==> src/rtl/cpu_defs.sv <==
// cpu_defs: opcode/function codes, ALU and PC-select codes, FSM states and instruction classes
package cpu_defs;
  localparam logic [5:0] OP_RTYPE = 6'b000000;
  localparam logic [5:0] OP_ADDI  = 6'b001000;
  localparam logic [5:0] OP_ANDI  = 6'b001100;
  localparam logic [5:0] OP_ORI   = 6'b001101;
  localparam logic [5:0] OP_LW    = 6'b100011;
  localparam logic [5:0] OP_SW    = 6'b101011;
  localparam logic [5:0] OP_BEQ   = 6'b000100;
  localparam logic [5:0] OP_J     = 6'b000010;
  localparam logic [5:0] OP_HALT  = 6'b111111;
  localparam logic [5:0] FN_ADD   = 6'b100000;
  localparam logic [5:0] FN_SUB   = 6'b100010;
  localparam logic [5:0] FN_AND   = 6'b100100;
  localparam logic [5:0] FN_OR    = 6'b100101;
  localparam logic [5:0] FN_SLT   = 6'b101010;
  localparam logic [2:0] ALU_ADD  = 3'b000;
  localparam logic [2:0] ALU_SUB  = 3'b001;
  localparam logic [2:0] ALU_AND  = 3'b010;
  localparam logic [2:0] ALU_OR   = 3'b011;
  localparam logic [2:0] ALU_SLT  = 3'b100;
  localparam logic [1:0] PC_SEQ   = 2'b00;
  localparam logic [1:0] PC_BR    = 2'b01;
  localparam logic [1:0] PC_JMP   = 2'b10;
  typedef enum logic [3:0] {
    S_IF, S_ID, S_EXE_AL, S_WB_AL, S_EXE_MEM, S_MEM_RD, S_WB_LD, S_MEM_WR, S_EXE_BR, S_HALT
  } state_t;
  typedef enum logic [2:0] {
    C_ALU_R, C_ALU_I, C_LOAD, C_STORE, C_BRANCH, C_JUMP, C_HALT, C_ILLEGAL
  } iclass_t;
endpackage

==> src/rtl/mc_decode.sv <==
// mc_decode: combinational Op/Func decode into instruction class, extender mode and ALU controls
module mc_decode
  import cpu_defs::*;
#(
  parameter int OP_W = 6,
  parameter int FN_W = 6
) (
  input  logic [OP_W-1:0] i_op,
  input  logic [FN_W-1:0] i_func,
  output iclass_t         o_class,
  output logic            o_se,
  output logic [2:0]      o_alu_op,
  output logic            o_alu_src_b
);
  logic w_fn_ok;
  assign w_fn_ok = (i_func == FN_ADD) || (i_func == FN_SUB) || (i_func == FN_AND) ||
                   (i_func == FN_OR) || (i_func == FN_SLT);
  always_comb begin
    o_class  = C_ILLEGAL;
    o_alu_op = ALU_ADD;
    case (i_op)
      OP_RTYPE: begin
        o_class  = w_fn_ok ? C_ALU_R : C_ILLEGAL;
        o_alu_op = (i_func == FN_SUB) ? ALU_SUB : (i_func == FN_AND) ? ALU_AND :
                   (i_func == FN_OR) ? ALU_OR : (i_func == FN_SLT) ? ALU_SLT : ALU_ADD;
      end
      OP_ADDI: o_class = C_ALU_I;
      OP_ANDI: begin
        o_class  = C_ALU_I;
        o_alu_op = ALU_AND;
      end
      OP_ORI: begin
        o_class  = C_ALU_I;
        o_alu_op = ALU_OR;
      end
      OP_LW:   o_class = C_LOAD;
      OP_SW:   o_class = C_STORE;
      OP_BEQ: begin
        o_class  = C_BRANCH;
        o_alu_op = ALU_SUB;
      end
      OP_J:    o_class = C_JUMP;
      OP_HALT: o_class = C_HALT;
      default: o_class = C_ILLEGAL;
    endcase
  end
  assign o_se = (i_op == OP_ADDI) || (i_op == OP_LW) || (i_op == OP_SW) || (i_op == OP_BEQ);
  assign o_alu_src_b = (o_class == C_ALU_I) || (o_class == C_LOAD) || (o_class == C_STORE);
endmodule

==> src/rtl/mc_control_unit.sv <==
// mc_control_unit: multi-cycle fetch/decode/execute/memory/writeback sequencer for the simpleCPU datapath
module mc_control_unit
  import cpu_defs::*;
#(
  parameter int OP_W = 6,
  parameter int FN_W = 6,
  parameter int ST_W = 4
) (
  input  logic            clk,
  input  logic            rst_n,
  input  logic [OP_W-1:0] Op,
  input  logic [FN_W-1:0] Func,
  input  logic            Zero,
  input  logic            mem_ready,
  output logic            InsMemRd,
  output logic            IRWre,
  output logic            Se,
  output logic            ALUSrcB,
  output logic [2:0]      ALUOp,
  output logic            MemRd,
  output logic            MemWr,
  output logic            RegWre,
  output logic            RegDst,
  output logic            WrSrc,
  output logic            PCWre,
  output logic [1:0]      PCSrc,
  output logic            halted,
  output logic            illegal,
  output logic [ST_W-1:0] state
);
  state_t     r_state, w_next;
  iclass_t    w_class;
  logic       w_se, w_alu_src_b, w_exe, w_id_skip;
  logic [2:0] w_alu_op;
  mc_decode #(.OP_W(OP_W), .FN_W(FN_W)) u_decode (
    .i_op        (Op),
    .i_func      (Func),
    .o_class     (w_class),
    .o_se        (w_se),
    .o_alu_op    (w_alu_op),
    .o_alu_src_b (w_alu_src_b)
  );
  always_ff @(posedge clk or negedge rst_n)
    if (!rst_n) r_state <= S_IF;
    else        r_state <= w_next;
  always_comb begin
    w_next = S_IF;
    case (r_state)
      S_IF:      w_next = mem_ready ? S_ID : S_IF;
      S_ID:      w_next = (w_class == C_ALU_R || w_class == C_ALU_I) ? S_EXE_AL :
                          (w_class == C_LOAD || w_class == C_STORE) ? S_EXE_MEM :
                          (w_class == C_BRANCH) ? S_EXE_BR :
                          (w_class == C_HALT) ? S_HALT : S_IF;
      S_EXE_AL:  w_next = S_WB_AL;
      S_EXE_MEM: w_next = (w_class == C_LOAD) ? S_MEM_RD : S_MEM_WR;
      S_MEM_RD:  w_next = mem_ready ? S_WB_LD : S_MEM_RD;
      S_MEM_WR:  w_next = mem_ready ? S_IF : S_MEM_WR;
      S_HALT:    w_next = S_HALT;
      default:   w_next = S_IF;
    endcase
  end
  // ALU controls come from the decoder in every execute state and stay held through WB_AL
  assign w_exe = (r_state == S_EXE_AL) || (r_state == S_WB_AL) ||
                 (r_state == S_EXE_MEM) || (r_state == S_EXE_BR);
  assign w_id_skip = (r_state == S_ID) && (w_class == C_JUMP || w_class == C_ILLEGAL);
  assign InsMemRd = rst_n && (r_state == S_IF);
  assign IRWre    = InsMemRd && mem_ready;
  assign Se       = rst_n && w_se;
  assign ALUSrcB  = rst_n && w_exe && w_alu_src_b;
  assign ALUOp    = (rst_n && w_exe) ? w_alu_op : ALU_ADD;
  assign MemRd    = rst_n && (r_state == S_MEM_RD);
  assign MemWr    = rst_n && (r_state == S_MEM_WR);
  assign RegWre   = rst_n && (r_state == S_WB_AL || r_state == S_WB_LD);
  assign RegDst   = rst_n && (r_state == S_WB_AL) && (w_class == C_ALU_R);
  assign WrSrc    = rst_n && (r_state == S_WB_LD);
  assign PCWre    = rst_n && (r_state == S_WB_AL || r_state == S_WB_LD || r_state == S_EXE_BR ||
                              (r_state == S_MEM_WR && mem_ready) || w_id_skip);
  assign PCSrc    = !rst_n ? PC_SEQ :
                    (r_state == S_ID && w_class == C_JUMP) ? PC_JMP :
                    (r_state == S_EXE_BR && Zero) ? PC_BR : PC_SEQ;
  assign halted   = rst_n && (r_state == S_HALT);
  assign illegal  = rst_n && (r_state == S_ID) && (w_class == C_ILLEGAL);
  assign state    = rst_n ? r_state : S_IF;
endmodule
==> config.mk <==
export PLATFORM = sky130hd
export DESIGN_NAME = mc_control_unit
export DESIGN_NICKNAME = d
export VERILOG_FILES = /design/src/rtl/cpu_defs.sv /design/src/rtl/mc_decode.sv /design/src/rtl/mc_control_unit.sv
export SDC_FILE = /design/constraint.sdc
export NUM_CORES = 1
export LEC_CHECK = 0
export ABC_AREA = 1
export CAP_MARGIN = 15
export CELL_PAD_IN_SITES_DETAIL_PLACEMENT = 1
export CELL_PAD_IN_SITES_GLOBAL_PLACEMENT = 1
export CORE_MARGIN = 4
export CORE_UTILIZATION = 27
export CTS_CLUSTER_DIAMETER = 100
export DETAILED_ROUTE_END_ITERATION = 10
export GPL_ROUTABILITY_DRIVEN = 0
export PLACE_DENSITY = 0.91
export SLEW_MARGIN = 20
export SYNTH_ARGS = -nofsm -noshare
export SYNTH_HDL_FRONTEND = slang
export SYNTH_SLANG_ARGS = --single-unit
==> constraint.sdc <==
create_clock -name clk -period 1.9 [get_ports clk]
set_clock_uncertainty 0.1 [all_clocks]
set_input_delay 0.285 -clock clk [delete_from_list [all_inputs] [get_ports clk]]
set_output_delay 0.285 -clock clk [all_outputs]
set_load 0.005 [all_outputs]
==> results_dict.tcl, run 1 <==
set metrics [dict create \
    portBuffers 36 \
    placed_cells 275 \
    grt_max_degree 8 \
    yosysSeqAreaShare 0.118 \
    cts_max_level 1 \
    die_x_microns 64.1 \
    start_util 0.281 \
    synth_area_leader_cell "nand2_1" \
    postCtsHoldBufs 0 \
    avgSynthCellArea_sq_um 5.52 \
    dp.final_hpwl_mm 3.21 \
    yosysUniqueCellTypes 26 \
    root_buffer "clkbuf_4" \
    netlist.area_leader.share 0.163 \
    syn_nets 170 \
    failed_stage "global routing (5_1_grt)" \
    clockBufferDepth 2 \
    worstEndpointType "primary output" \
    error "[ERROR DPL-0033] detailed placement checks failed during check placement." \
    die_h_microns 64.1 \
    ys_ff_latch 4 \
    antenna_found_initial 0 \
    rows 20 \
    synthTopCellsByArea "nand2_1, dfrtp_1, nor2_1" \
    numClockSinks 4 \
    io_pins 37 \
    worst_endpoint "ALUOp[1]" \
    syn_inst 154 \
    numCtsBuffers 3 \
    yosysWarnings 0 \
    run_status "did not finish" \
    syn_area_sq_um 851 \
]
==> cell usage after synthesis <==
master	count
or2_2	1
buf_2	2
a21oi_1	3
inv_2	6
dfrtp_1	4
nand3_2	2
o21ai_1	2
a31oi_1	2
nor3_1	3
nor2_8	2
nand3b_2	1
o221ai_1	1
o21ai_0	2
nor3_2	1
nor2_2	8
o22ai_1	1
nand2_4	2
nand2_1	37
nor4_1	1
nor2_1	25
nor2_4	3
nand3_1	16
nor3b_1	1
inv_1	23
a21oi_2	1
nand2_2	4
==> cells by family after synthesis <==
kind of cell / after synthesis / share of synthesized area
AND/OR/NAND/NOR: 107 / 0.659
buffers and inverters: 31 / 0.140
AO/OA/AOI/OAI: 12 / 0.0838
flip-flops: 4 / 0.118
==> what timing repair did <==
item,4_1_cts
endpoints found under the setup margin,21
cloned,0
pin swaps,37
setup buffers,34
resized for setup,161
==> through the flow <==
step | cell area, sq um | TNS (ns) | setup WS (ns) | utilization
floorplan | 851 | 0 | 0.302 | -
global placement | 1580 | -7.80 | -0.690 | 0.521
detailed placement | 1580 | -8.98 | -0.769 | 0.521
CTS | 2040 | -1.33 | -0.222 | 0.674
==> run 2, diff against run 1 <==
--- a/config.mk
+++ b/config.mk
@@ -7,14 +7,11 @@
 export LEC_CHECK = 0
 export ABC_AREA = 1
 export CAP_MARGIN = 15
-export CELL_PAD_IN_SITES_DETAIL_PLACEMENT = 1
-export CELL_PAD_IN_SITES_GLOBAL_PLACEMENT = 1
 export CORE_MARGIN = 4
-export CORE_UTILIZATION = 27
-export CTS_CLUSTER_DIAMETER = 100
+export CORE_UTILIZATION = 20
 export DETAILED_ROUTE_END_ITERATION = 10
 export GPL_ROUTABILITY_DRIVEN = 0
-export PLACE_DENSITY = 0.91
+export PLACE_DENSITY_LB_ADDON = 0.15
 export SLEW_MARGIN = 20
 export SYNTH_ARGS = -nofsm -noshare
 export SYNTH_HDL_FRONTEND = slang
==> results_dict.tcl, run 2 <==
set metrics [dict create \
    run_status "complete, but fails checks" \
    violations "negative setup slack" \
    rows 23 \
    synth-async-reset-ratio 1.00 \
    critPathMaxStageDelay_ns 0.38 \
    cts_tree "built" \
    synth_area_leader_cell "nand2_1" \
    core_sq_um 4060 \
    netlist.area_leader.share 0.163 \
    crit_buf_inv 4 \
    crit_path_top_delay_cell "dfrtp_1" \
    start_kind "register" \
    gr-total-overflow 0 \
    synth.most_common_cell "nand2_1" \
    ys_top_cells_by_count "nand2_1, nor2_1, inv_1, nand3_1, nor2_2" \
    totalWireLength_mm 3.48 \
    drt_pre_antenna_iters 4 \
    period_share 1.07 \
    area.growth.synth_to_final_pct 129 \
    critical_path_required_ns 1.51 \
    cellPowerDensity_nw_per_um2 640 \
    drt-vias-per-instance 4.37 \
    syn_area_sq_um 851 \
    ys_ff_latch 4 \
    crit_chain "buf_6, nor2_4, buf_6, nand2_4, nand2_2, inv_2, a21oi_4, nand2_1, a21oi_2, buf_2" \
    grt_usage 0.126 \
    grt_pass1_vias 1361 \
    post-route-min-period_ns 2.04 \
    power.leakage_uw 0.00109 \
    cts_max_level 1 \
    grt_setup_unrepaired "yes" \
    crit_path_end_kind "primary output" \
    vias 1345 \
    slew_headroom 0.819 \
    fmax_ghz 0.490 \
    setup_viol 9 \
    wire_per_inst_microns 11.3 \
    drive_gt1_frac 0.624 \
    numCtsBuffers 3 \
    critical_path_class "reg -> out" \
    die_h_microns 73.2 \
    drt_iter0_drc 40 \
    clockBufferDepth 2 \
    tns_ns -0.454 \
    numClockSinks 4 \
    arrival_ns 1.66 \
    avgSynthCellArea_sq_um 5.52 \
    crit_top_cell "buf_6" \
    root_buffer "clkbuf_8" \
    path_clk_slew_ns 0.03 \
    antennaDiodeCount 0 \
    dr_wl_met3_microns 168 \
    finalNonFillerCells 308 \
    hp-class "in -> async" \
    setup_slack_ns -0.142 \
    final_common_cell "buf_4" \
    synth_ff_type "dfrtp_1" \
    cap_viol_max_count 0 \
    die_x_microns 73.2 \
    placed_cells 284 \
    peakVddDrop_uv 259 \
    final_cell_mix "buf_4, nand2_1, inv_1" \
    cp_max_fo 4 \
    yosysWarnings 0 \
    top_layer "met4" \
    yosysSeqAreaShare 0.118 \
    largest_register_ffs 4 \
    start_util 0.210 \
    clock_latency_ns 0.21 \
    grt_max_degree 8 \
    wl_met2_mm 1.87 \
    syn_nets 170 \
    antenna_found_initial 0 \
    cp-startpoint "r_state[3]" \
    grt_pass1_wl_mm 5.53 \
    dieArea_sq_um 5360 \
    largest_registers "r_state (4)" \
    r2r-start "r_state[3]" \
    portBuffers 36 \
    drt-met1-wl_mm 1.41 \
    worstMarginPinSlew_ns 0.270 \
    ant_nets 0 \
    synth_edf_count 0 \
    crit_family "buffers and inverters" \
    fin_nets 276 \
    drcViolationCount 0 \
    yosysUniqueCellTypes 26 \
    io_pins 37 \
    maxSlewViolCount 0 \
    dp.final_hpwl_mm 2.50 \
    synthTopCellsByArea "nand2_1, dfrtp_1, nor2_1" \
    regMostFlops "r_state" \
    finalHoldViolations 0 \
    syn_inst 154 \
]
==> run 2: cell counts after synthesis <==
No cell type changed its count.
==> run 2: final cells by class <==
cell class              instances  area, sq um
multi-input cells             119          825
fillers                       408         2110
well taps                      50         62.6
clock buffers                   3         41.3
inverters                      29          109
repair buffers                103          807
flip-flops and latches          4          103
==> run 2: per-stage QoR <==
step / worst slack, ns / power [uW] / hold WS (ns) / utilization / area, sq um
after floorplan: 0.302 / 420 / -0.111 / - / 851
after global placement: -0.734 / 821 / 0.611 / 0.397 / 1610
after detailed placement: -0.743 / 823 / 0.587 / 0.397 / 1610
after CTS: -0.102 / 1170 / 0.122 / 0.467 / 1890
after global routing: -0.221 / 1350 / 0.130 / 0.480 / 1950
final: -0.142 / 1250 / 0.112 / 0.480 / 1950
==> run 2: power breakdown <==
part | total (uW) | switching, uW | internal, uW
sequential | 150 | 35.2 | 115
combinational | 919 | 427 | 492
clock | 177 | 41.7 | 135
total | 1250 | 504 | 741
==> run 2: timing repair <==
action	4_1_cts	5_1_grt
setup buffers	16	5
endpoints found under the setup margin	21	14
hold buffers	0	0
gates resized for setup	141	18
pin swaps	35	10
==> run 2: cells by family after synthesis <==
group,count (synthesis),synth area share
simple gates,107,0.659
flops,4,0.118
compound gates,12,0.0838
buf+inv,31,0.140
==> run 2: path summary, 6_finish.rpt <==
path,end,slack [ns],depth (start not counted)
max,ALUOp[1],-0.14,10
min,r_state[3],0.11,2
max reg2reg,r_state[0],0.32,10
min reg2reg,r_state[2],0.65,2
max in group asynchronous,r_state[2],1.45,2
min in group clk,r_state[1],0.36,5
==> run 2: layer usage <==
layer	vias to the layer above	GRT usage
met5	-	0
met2	45	0.248
met4	0	0.0328
met1	606	0.142
li1	692	-
met3	2	0.00826
==> run 2: worst reg2reg max path, cell delays in order, from the launching register on <==
cell	delay (ns)
dfrtp_1	0.38
buf_6	0.13
nor2_4	0.13
buf_6	0.13
buf_6	0.10
nand2_4	0.05
buf_4	0.14
buf_4	0.12
inv_1	0.06
a31oi_1	0.08
nand3_1	0.09
Power figures use the tool's default switching activity.
